--- config.mk ---
export PLATFORM = sky130hd
export DESIGN_NAME = imem_arbiter
export DESIGN_NICKNAME = d
export VERILOG_FILES = /design/src/rtl/imem_arbiter.sv
export SDC_FILE = /design/constraint.sdc
export NUM_CORES = 1
export LEC_CHECK = 0
export CAP_MARGIN = 5
export CORE_UTILIZATION = 30
export DETAILED_ROUTE_END_ITERATION = 16
export DONT_BUFFER_PORTS = 1
export SLEW_MARGIN = 20
export SYNTH_ARGS = -nofsm -noshare
export SYNTH_HDL_FRONTEND = slang
export SYNTH_SLANG_ARGS = --single-unit
--- constraint.sdc ---
create_clock -name Clk -period 2.1 [get_ports Clk]
set_input_delay 0.42 -clock Clk [delete_from_list [all_inputs] [get_ports Clk]]
set_output_delay 0.42 -clock Clk [all_outputs]
set_load 0.01 [all_outputs]
--- src/rtl/imem_arbiter.sv ---
// imem_arbiter: shares one single-cycle instruction memory between the fetch and loader ports.
// Ties alternate (round-robin). A locked loader may keep fetch waiting for at most MAX_WAIT cycles.
module imem_arbiter #(
  parameter int MAX_WAIT = 4
) (
  input  logic        Clk,
  input  logic        Rst,
  input  logic        F_Req,
  input  logic [31:0] F_Addr,
  output logic        F_Gnt,
  output logic        F_Valid,
  output logic [31:0] F_Data,
  input  logic        L_Req,
  input  logic        L_We,
  input  logic        L_Lock,
  input  logic [31:0] L_Addr,
  input  logic [31:0] L_WData,
  output logic        L_Gnt,
  output logic        L_Valid,
  output logic [31:0] L_RData,
  output logic [29:0] M_Addr,
  output logic        M_We,
  output logic [31:0] M_WData,
  input  logic [31:0] M_RData
);
  localparam int            CW   = (MAX_WAIT < 1) ? 1 : $clog2(MAX_WAIT + 1);
  localparam logic [CW-1:0] WMAX = CW'(MAX_WAIT);

  typedef enum logic [1:0] {IDLE, LAST_F, LAST_L, LOCK} state_t;

  state_t        state;
  logic [CW-1:0] wcnt;
  logic [29:0]   maddr_q;
  logic          unused_lsb;

  // Memory is word-addressed, so the byte offset does not take part.
  assign unused_lsb = ^{F_Addr[1:0], L_Addr[1:0]};

  always_comb begin
    F_Gnt = 1'b0;
    L_Gnt = 1'b0;
    if (!Rst) begin
      if (state == LOCK && L_Req) begin
        // Lock holds fetch off only until the wait counter reaches its bound.
        if (F_Req && wcnt == WMAX) F_Gnt = 1'b1;
        else                       L_Gnt = 1'b1;
      end else if (F_Req && L_Req) begin
        if (state == LAST_F) L_Gnt = 1'b1;
        else                 F_Gnt = 1'b1;
      end else begin
        F_Gnt = F_Req;
        L_Gnt = L_Req;
      end
    end
  end

  assign M_Addr  = F_Gnt ? F_Addr[31:2] : (L_Gnt ? L_Addr[31:2] : maddr_q);
  assign M_We    = L_Gnt & L_We;
  assign M_WData = L_Gnt ? L_WData : '0;

  always_ff @(posedge Clk) begin
    if (Rst) begin
      state   <= IDLE;
      wcnt    <= '0;
      F_Valid <= 1'b0;
      L_Valid <= 1'b0;
      F_Data  <= '0;
      L_RData <= '0;
      maddr_q <= '0;
    end else begin
      if (F_Gnt)      state <= LAST_F;
      else if (L_Gnt) state <= L_Lock ? LOCK : LAST_L;
      else            state <= IDLE;

      F_Valid <= F_Gnt;
      L_Valid <= L_Gnt;
      if (F_Gnt)          F_Data  <= M_RData;
      if (L_Gnt && !L_We) L_RData <= M_RData;
      if (F_Gnt || L_Gnt) maddr_q <= M_Addr;

      // Count only denials that keep the lock; anything else restarts the wait.
      if (state == LOCK && F_Req && L_Gnt && L_Lock)
        wcnt <= (wcnt == WMAX) ? wcnt : wcnt + CW'(1);
      else
        wcnt <= '0;
    end
  end

endmodule
==> summary by stage <==
Status
The flow ran to the end, but the final reports show violations. The final reports fail on setup timing.

Die
The row count is 46. From left edge to right edge, the die measures around 130 um. The standard cell core area is 15900 um^2.

The die is 129 um tall. The initial utilization of the core area, before any placement, comes to 30.7%. The top-level port count is around 270. The die area is 16800 um^2.

Timing
The shortest clock period the worst path allows after layout is roughly 2.2 ns. The worst slack on hold paths is ~0.17 ns. The total count of max-transition violations in the final report is 0. The post-layout worst setup margin is -0.0825 ns. The number of endpoints with negative hold slack in the final report is 0. The final setup violation count is 39.

After layout, the worst path uses 104% of the clock period. The slew at the pin closest to its max-slew limit is approximately 0.50 ns. Measured against its own limit, the worst slew margin works out to between 60 and 70%. The setup total negative slack is -0.834 ns. The largest clock skew in the final design is 0.00942 ns. Setup repair after global routing could not meet its margin everywhere. Based on the critical path, the design can be clocked at up to 458 MHz.

Setup path
The total stage count of the critical path is 8. The required time at the worst-slack endpoint is 1.68 ns. The count of cells along the worst register-to-register path is 8. The number of buffers and inverters on the critical path is 4. The signal on the critical path passes through inv_2 > ha_4 > buf_6 > nand4_4 > buf_12 > clkbuf_16 > nand4_1 > o211ai_1.

The largest fanout on the critical path is 8. The setup path with the least slack is of type reg -> out. STA classifies the critical path endpoint as an output port. The slowest stage cell on the critical path is sky130_fd_sc_hd__dfxtp_2. The kind of start point of the critical path is a flop. The largest delay contributor family on the critical path is buffers and inverters.

The worst path arrival time is 1.76 ns. The delay of the slowest cell on the worst path is 0.34 ns.

Pwr
The analysis attributes to cell leakage a power of 2.56 nW. Of the total power, combinational logic draws a little over an eighth. The proportion of power drawn by flip-flops and latches is 48.5%.

The fraction of power spent switching nets is 27.5%. The maximum vdd ir drop is 0.370 mV. The cell area power density is 745 nW/um^2.

The net load switching power is 1.21 mW. The internal portion of the total power is 3.19 mW. The part of the total power dissipated in the clock network is 37.8%.

Logic synthesis
The post-synthesis register bit count is 101. Counting every net in the synthesized netlist gives about 650. The cell count after synthesis is 518. During synthesis, Yosys emitted a total of 0 warnings.

In this run, distinct cell masters in the synthesized netlist total 28. The netlist area before placement is 4870 um^2. The biggest area contributor in the post-synthesis netlist is sky130_fd_sc_hd__dfxtp_1. Of the post-synthesis cell area, the dominant cell type holds 41.5%. The average instance area after synthesis is 9.41 um^2. By area the synthesized netlist is led by sky130_fd_sc_hd__dfxtp_1 (41%), sky130_fd_sc_hd__mux2i_1 (13%), sky130_fd_sc_hd__nand2b_1 (13%).

For this run, the register share of the synthesized area comes to 41.5%.

Flow run
Across the run, the number of max-cap violations was 0.

Clock tree
In this run the number of H-tree levels came out at 3. Clock tree synthesis inserted a total of 9 buffers. The TritonCTS clock tree is yes.

The count of clock tree sinks is around 100. Buffers inserted to repair hold after CTS numbered 0. The root buffer cell is sky130_fd_sc_hd__clkbuf_16. The later pin in the worst-skew pair is clocked with a latency of 0.36 ns. The clock passes through at most 2 buffers. The clock-pin slew on the worst setup and hold paths is approximately 0.070 ns.

Cells and area
From synthesis to final layout, the design area changed by 20.9%. The final non-filler cell area is about 6000 um^2. Fill cells in the final layout number approximately 1600. The final standard cell utilization of the core is 37.1%. The number of non-filler instances in the completed layout is 754. The fraction of layout cells with a size suffix above 1 is between 10% and 20%. The final-stage net count is 669. The number of antenna diodes in the final layout is 0.

Route
The number of detailed-route iterations in the first pass is 4. The count of routing violations after the opening detailed-route iteration is 175. After detailed routing, the total wire length is 13700 um. Summing over every cut layer, the via total after detailed routing is 3864. Dividing the detail-routed via count by the number of cells gives 5.12. In the final routed layout, each cell accounts on average for 18.2 um.

For this run, design rule violations remaining after detail routing come to 0. The detail route stage leaves a number of antenna-violating nets equal to 0.

Min path
Counting instances, the worst hold path has a depth of 1. The classification of the worst-slack hold path is in -> reg.

GRT
Entering global routing, the biggest net connects 131 pins. The first global-routing pass estimated around 18000 um of wire. The via count of the first global-routing pass was 3476.

The number of antenna violations at the first check in global routing was 0. After global routing the overflow that remains totals 0. The overall fraction of global-route tracks in use is 14.5%.

Place
Once placement finished, the instance area stood at 5050 um^2. The number of placed instances with taps included is 703. The count of input and output buffers is 0.

The congestion estimate from routability-driven global placement came to 0.803. The HPWL after detailed placement is between 8000 and 9000 um.
[power groups by stage]
| stage | combinational, mW | sequential (mW) | clock [mW] |
|---|---|---|---|
| floorplan | 0.459 | 2.15 | 0 |
| global placement | 0.494 | 2.17 | 0 |
| detailed placement | 0.508 | 2.17 | 0 |
| CTS | 0.583 | 2.13 | 1.72 |
| global route | 0.647 | 2.14 | 1.81 |
| finish | 0.601 | 2.13 | 1.66 |
[state kept, by name, summed over array words and instances, names as in the netlist]
signal / count
state: 2
maddr_q: 30
L_RData: 32
wcnt: 3
L_Valid: 1
F_Valid: 1
F_Data: 32
[through the flow]
step,setup WS (ns),power (mW)
after CTS,-0.0599,4.43
final,-0.0825,4.39
after detailed placement,0.201,2.68
after global routing,-0.166,4.61
after floorplan,0.281,2.61
after global placement,0.224,2.66
[cell usage in the layout, fill, tap and decap left out, drive strengths merged]
| cell | synthesis | layout |
|---|---|---|
| a21o | 1 | 1 |
| and2 | 34 | 34 |
| and3 | 4 | 10 |
| buf | 26 | 38 |
| bufbuf | 0 | 2 |
| clkbuf | 19 | 12 |
| clkinv | 0 | 3 |
| dfxtp | 101 | 101 |
| ha | 2 | 2 |
| inv | 34 | 37 |
| mux2i | 64 | 64 |
| nand2 | 31 | 31 |
| nand2b | 98 | 98 |
| nand3b | 1 | 1 |
| nand4 | 32 | 33 |
| nand4b | 1 | 1 |
| nor2b | 2 | 2 |
| nor4 | 2 | 2 |
| nor4b | 1 | 1 |
| o211ai | 30 | 30 |
| o21a | 1 | 1 |
| o21ai | 3 | 3 |
| o21bai | 1 | 1 |
| o221ai | 30 | 30 |
[final timing paths]
check | from | to | slack (ns)
worst max-delay path | wcnt[0]$_SDFFE_PP0P_ | M_Addr[28] | -0.08
worst min-delay path | L_Lock | state[0]$_SDFF_PP0_ | 0.17
worst max register to register | wcnt[1]$_SDFFE_PP0P_ | L_RData[28]$_SDFFE_PP0P_ | 0.27
worst min register to register | wcnt[0]$_SDFFE_PP0P_ | wcnt[0]$_SDFFE_PP0P_ | 0.52
[timing repair]
item                       CTS  global route
pin swaps                   30            64
gates resized for setup     27            21
cloned                       8             5
setup endpoints to repair   65            64
buffers inserted            10            13
[area by class of cell]
cell class / count / area (um^2) / share of cell area [%]
multi-input combinational: 345 / 2640 / 44.7
sequential: 101 / 2030 / 34.4
timing repair buffer: 42 / 531 / 9.00
tap: 216 / 270 / 4.59
clock buffer: 10 / 239 / 4.06
inverter: 34 / 128 / 2.17
clock inverter: 6 / 62.6 / 1.06
[cells in the mapped netlist, drive strengths merged]
cell type / n
o21bai: 1
a21o: 1
nor4b: 1
o221ai: 30
nor2b: 2
buf: 26
o211ai: 30
and3: 4
nand2: 31
clkbuf: 19
o21a: 1
nand4: 32
and2: 34
nor4: 2
ha: 2
nand4b: 1
mux2i: 64
nand2b: 98
dfxtp: 101
nand3b: 1
inv: 34
o21ai: 3
[logic make-up (layout without fill, tap and decap cells)]
family | after synthesis | after routing | share of synthesized area, %
fa+ha+maj | 2 | 2 | 0.513
buf+inv | 79 | 92 | 7.96
flops | 101 | 101 | 41.5
mux | 64 | 64 | 13.1
simple gates | 206 | 213 | 25.8
compound gates | 66 | 66 | 11.1
[layer usage]
layer / vias to the layer above / GRT usage (%) / wire length (um)
met3: 14 / 6.23 / 1360
li1: 1844 / - / -
met2: 188 / 23.3 / 6210
met1: 1818 / 16.8 / 5950
met4: 0 / 5.88 / 187
met5: - / 0 / 0
[worst reg2reg max path, stage by stage, from the launching register on]
cell	delay (ns)
sky130_fd_sc_hd__dfxtp_2	0.32
sky130_fd_sc_hd__inv_2	0.06
sky130_fd_sc_hd__ha_4	0.13
sky130_fd_sc_hd__buf_6	0.12
sky130_fd_sc_hd__nand4_2	0.21
sky130_fd_sc_hd__buf_4	0.22
sky130_fd_sc_hd__nand4b_4	0.23
sky130_fd_sc_hd__buf_12	0.23
sky130_fd_sc_hd__mux2i_1	0.22
(Power assumes the default switching activity.)
==> edit (same settings) <==
Set the parameter `MAX_WAIT` to 8 (it was 4).
--- a/src/rtl/imem_arbiter.sv
+++ b/src/rtl/imem_arbiter.sv
@@ -1,7 +1,7 @@
 // imem_arbiter: shares one single-cycle instruction memory between the fetch and loader ports.
 // Ties alternate (round-robin). A locked loader may keep fetch waiting for at most MAX_WAIT cycles.
 module imem_arbiter #(
-  parameter int MAX_WAIT = 4
+  parameter int MAX_WAIT = 8
 ) (
   input  logic        Clk,
   input  logic        Rst,
Function: changed (Yosys sat finds a counterexample within 10 cycles, from zero or initial values and one cycle with Rst high).
==> edit against the unedited design <==
The flow still finishes with violations (setup timing); sequential cell count rose by 1; combinational power rose by 17%; setup slack got worse by 0.29 ns; synthesized area fell by 12%; synthesized cell count rose by 6.4%; global-route usage rose by 3.1 points; clock power rose by 13%; power rose by 7.4%; critical path depth rose by 1; sequential share of layout area rose by 0.71 points; hold slack got worse by 0.030 ns; final area fell by 1.2%; routed wire length rose by 5.8%.
==> edit: results (changes against the unedited design) <==
----------------------------------------------------
[Final layout]
  Count of placed standard cells in the final layout, fillers left out ... 768 (+1.9%)
  Final-layout fill cell count ... 1,343 (-17%)
  Proportion of layout cells with a drive suffix above 1 ... 0.316 (+0.119)
  Number of nets in the finished design ... 719 (+7.5%)

[Place]
  Area after detailed placement ... 4710 um^2 (-6.8%)
  Number of placed instances with taps included ... 734 (+4.4%)
  Dpl ws ... -0.0614 ns (-0.262 ns)
  Detailed Place HPWL ... 9.05 mm (+4.5%)

[Timing]
  Setup-failing EPs final ... 65 (+67%)
  Measured slew at the worst slew-check pin ... 0.654 ns (+0.156 ns)
  Final worst slack ... -0.375 ns (-0.292 ns)
  Accumulated negative setup slack ... -20.37 ns (-19.53 ns)

[Global routing]
  Number of global-route vias before repair ... 3,748 (+7.8%)
  Global-route wire length before repair ... 19.7 mm (+7.9%)
  Pin count of the biggest net entering global routing ... 70 (-47%)

[Status]
  Status ... finished with violations
  Violated checks ... setup timing

[Synth]
  Syn_nets ... 687 (+5.0%)
  Dominant cells by area after synthesis ... dfxtp_1, nand2_1, a21oi_1
  Yosys cell types ... 33 (+18%)

[Worst setup path]
  Maximum fanout encountered on the critical timing path ... 6 (-2)
  Critical path destination ... M_Addr[15]
  Reg2Reg Capture Point ... L_RData[15]
  Gate family responsible for the most delay along the worst path ... compound AO/OA/AOI/OAI gates
  Max incr delay on CP ... 0.40 ns (+0.06 ns)
  Reg-to-reg slack, setup ... -0.02 ns (-0.29 ns)

[Power]
  Maximum vdd drop ... 0.358 mV (-3.2%)
  Logic pwr share ... 0.149 (+0.012)

[Drt]
  Drt initial violations ... 193 (+10%)
  Total length of routed met2 wires ... 7.06 mm (+14%)
  Number of detailed-routing iterations run before antenna repair ... 5 (+1)

----------------------------------------------------
-- edit: cell count changes in the layout (fill, tap and decap cells not counted), moves of 24 or more --
cell / unedited run / this run
nand2b_1: 97 / 1
o21ai_0: 1 / 32
mux2i_1: 64 / 0
nand3_1: 0 / 29
nand2_1: 31 / 125
a21oi_1: 0 / 57
o211ai_1: 30 / 0
a22oi_2: 0 / 24
o221ai_1: 30 / 0
nand4_1: 31 / 0
-- edit: worst min-delay path by stage --
stage,to,slack [ns],depth (start not counted)
finish,L_RData[2],0.14,1
CTS,L_RData[2],0.12,1
global placement,maddr_q[28],0.43,2
global route,L_RData[30],0.11,1
detailed placement,maddr_q[27],0.43,2
floorplan,maddr_q[0],0.42,2
-- edit: cell type report --
type | count | area [um^2] | area share
Clock buffer | 11 | 253 | 0.0434
Clock inverter | 5 | 86.3 | 0.0148
Inverter | 38 | 148 | 0.0254
Multi-Input combinational cell | 369 | 2350 | 0.404
Sequential cell | 102 | 2040 | 0.351
Tap cell | 180 | 225 | 0.0387
Timing Repair Buffer | 63 | 713 | 0.123
-- edit: repair_timing --
action / 4_1_cts / 5_1_grt
gates cloned: 2 / 7
resized for setup: 119 / 40
pin swaps: 3 / 13
endpoints found under the setup margin: 69 / 85
buffers inserted: 8 / 6
-- edit: metrics by stage --
stage	hold WS, ns	power, mW
4_1_cts	0.121	4.66
3_3_place_gp	0.431	2.64
5_1_grt	0.114	4.92
6_report	0.143	4.72
2_1_floorplan	0.422	2.51
3_5_place_dp	0.434	2.66
-- edit: kinds of logic (layout without fill, tap and decap cells) --
kind of cell	Yosys count	count (layout)	synth area share
AOI/OAI and AO/OA	164	164	0.217
xor gates and xnor gates	2	2	0.00410
adders and majority gates	2	2	0.00585
buffers and inverters	80	117	0.0837
DFF	102	102	0.478
and+or+nand+nor	201	201	0.211
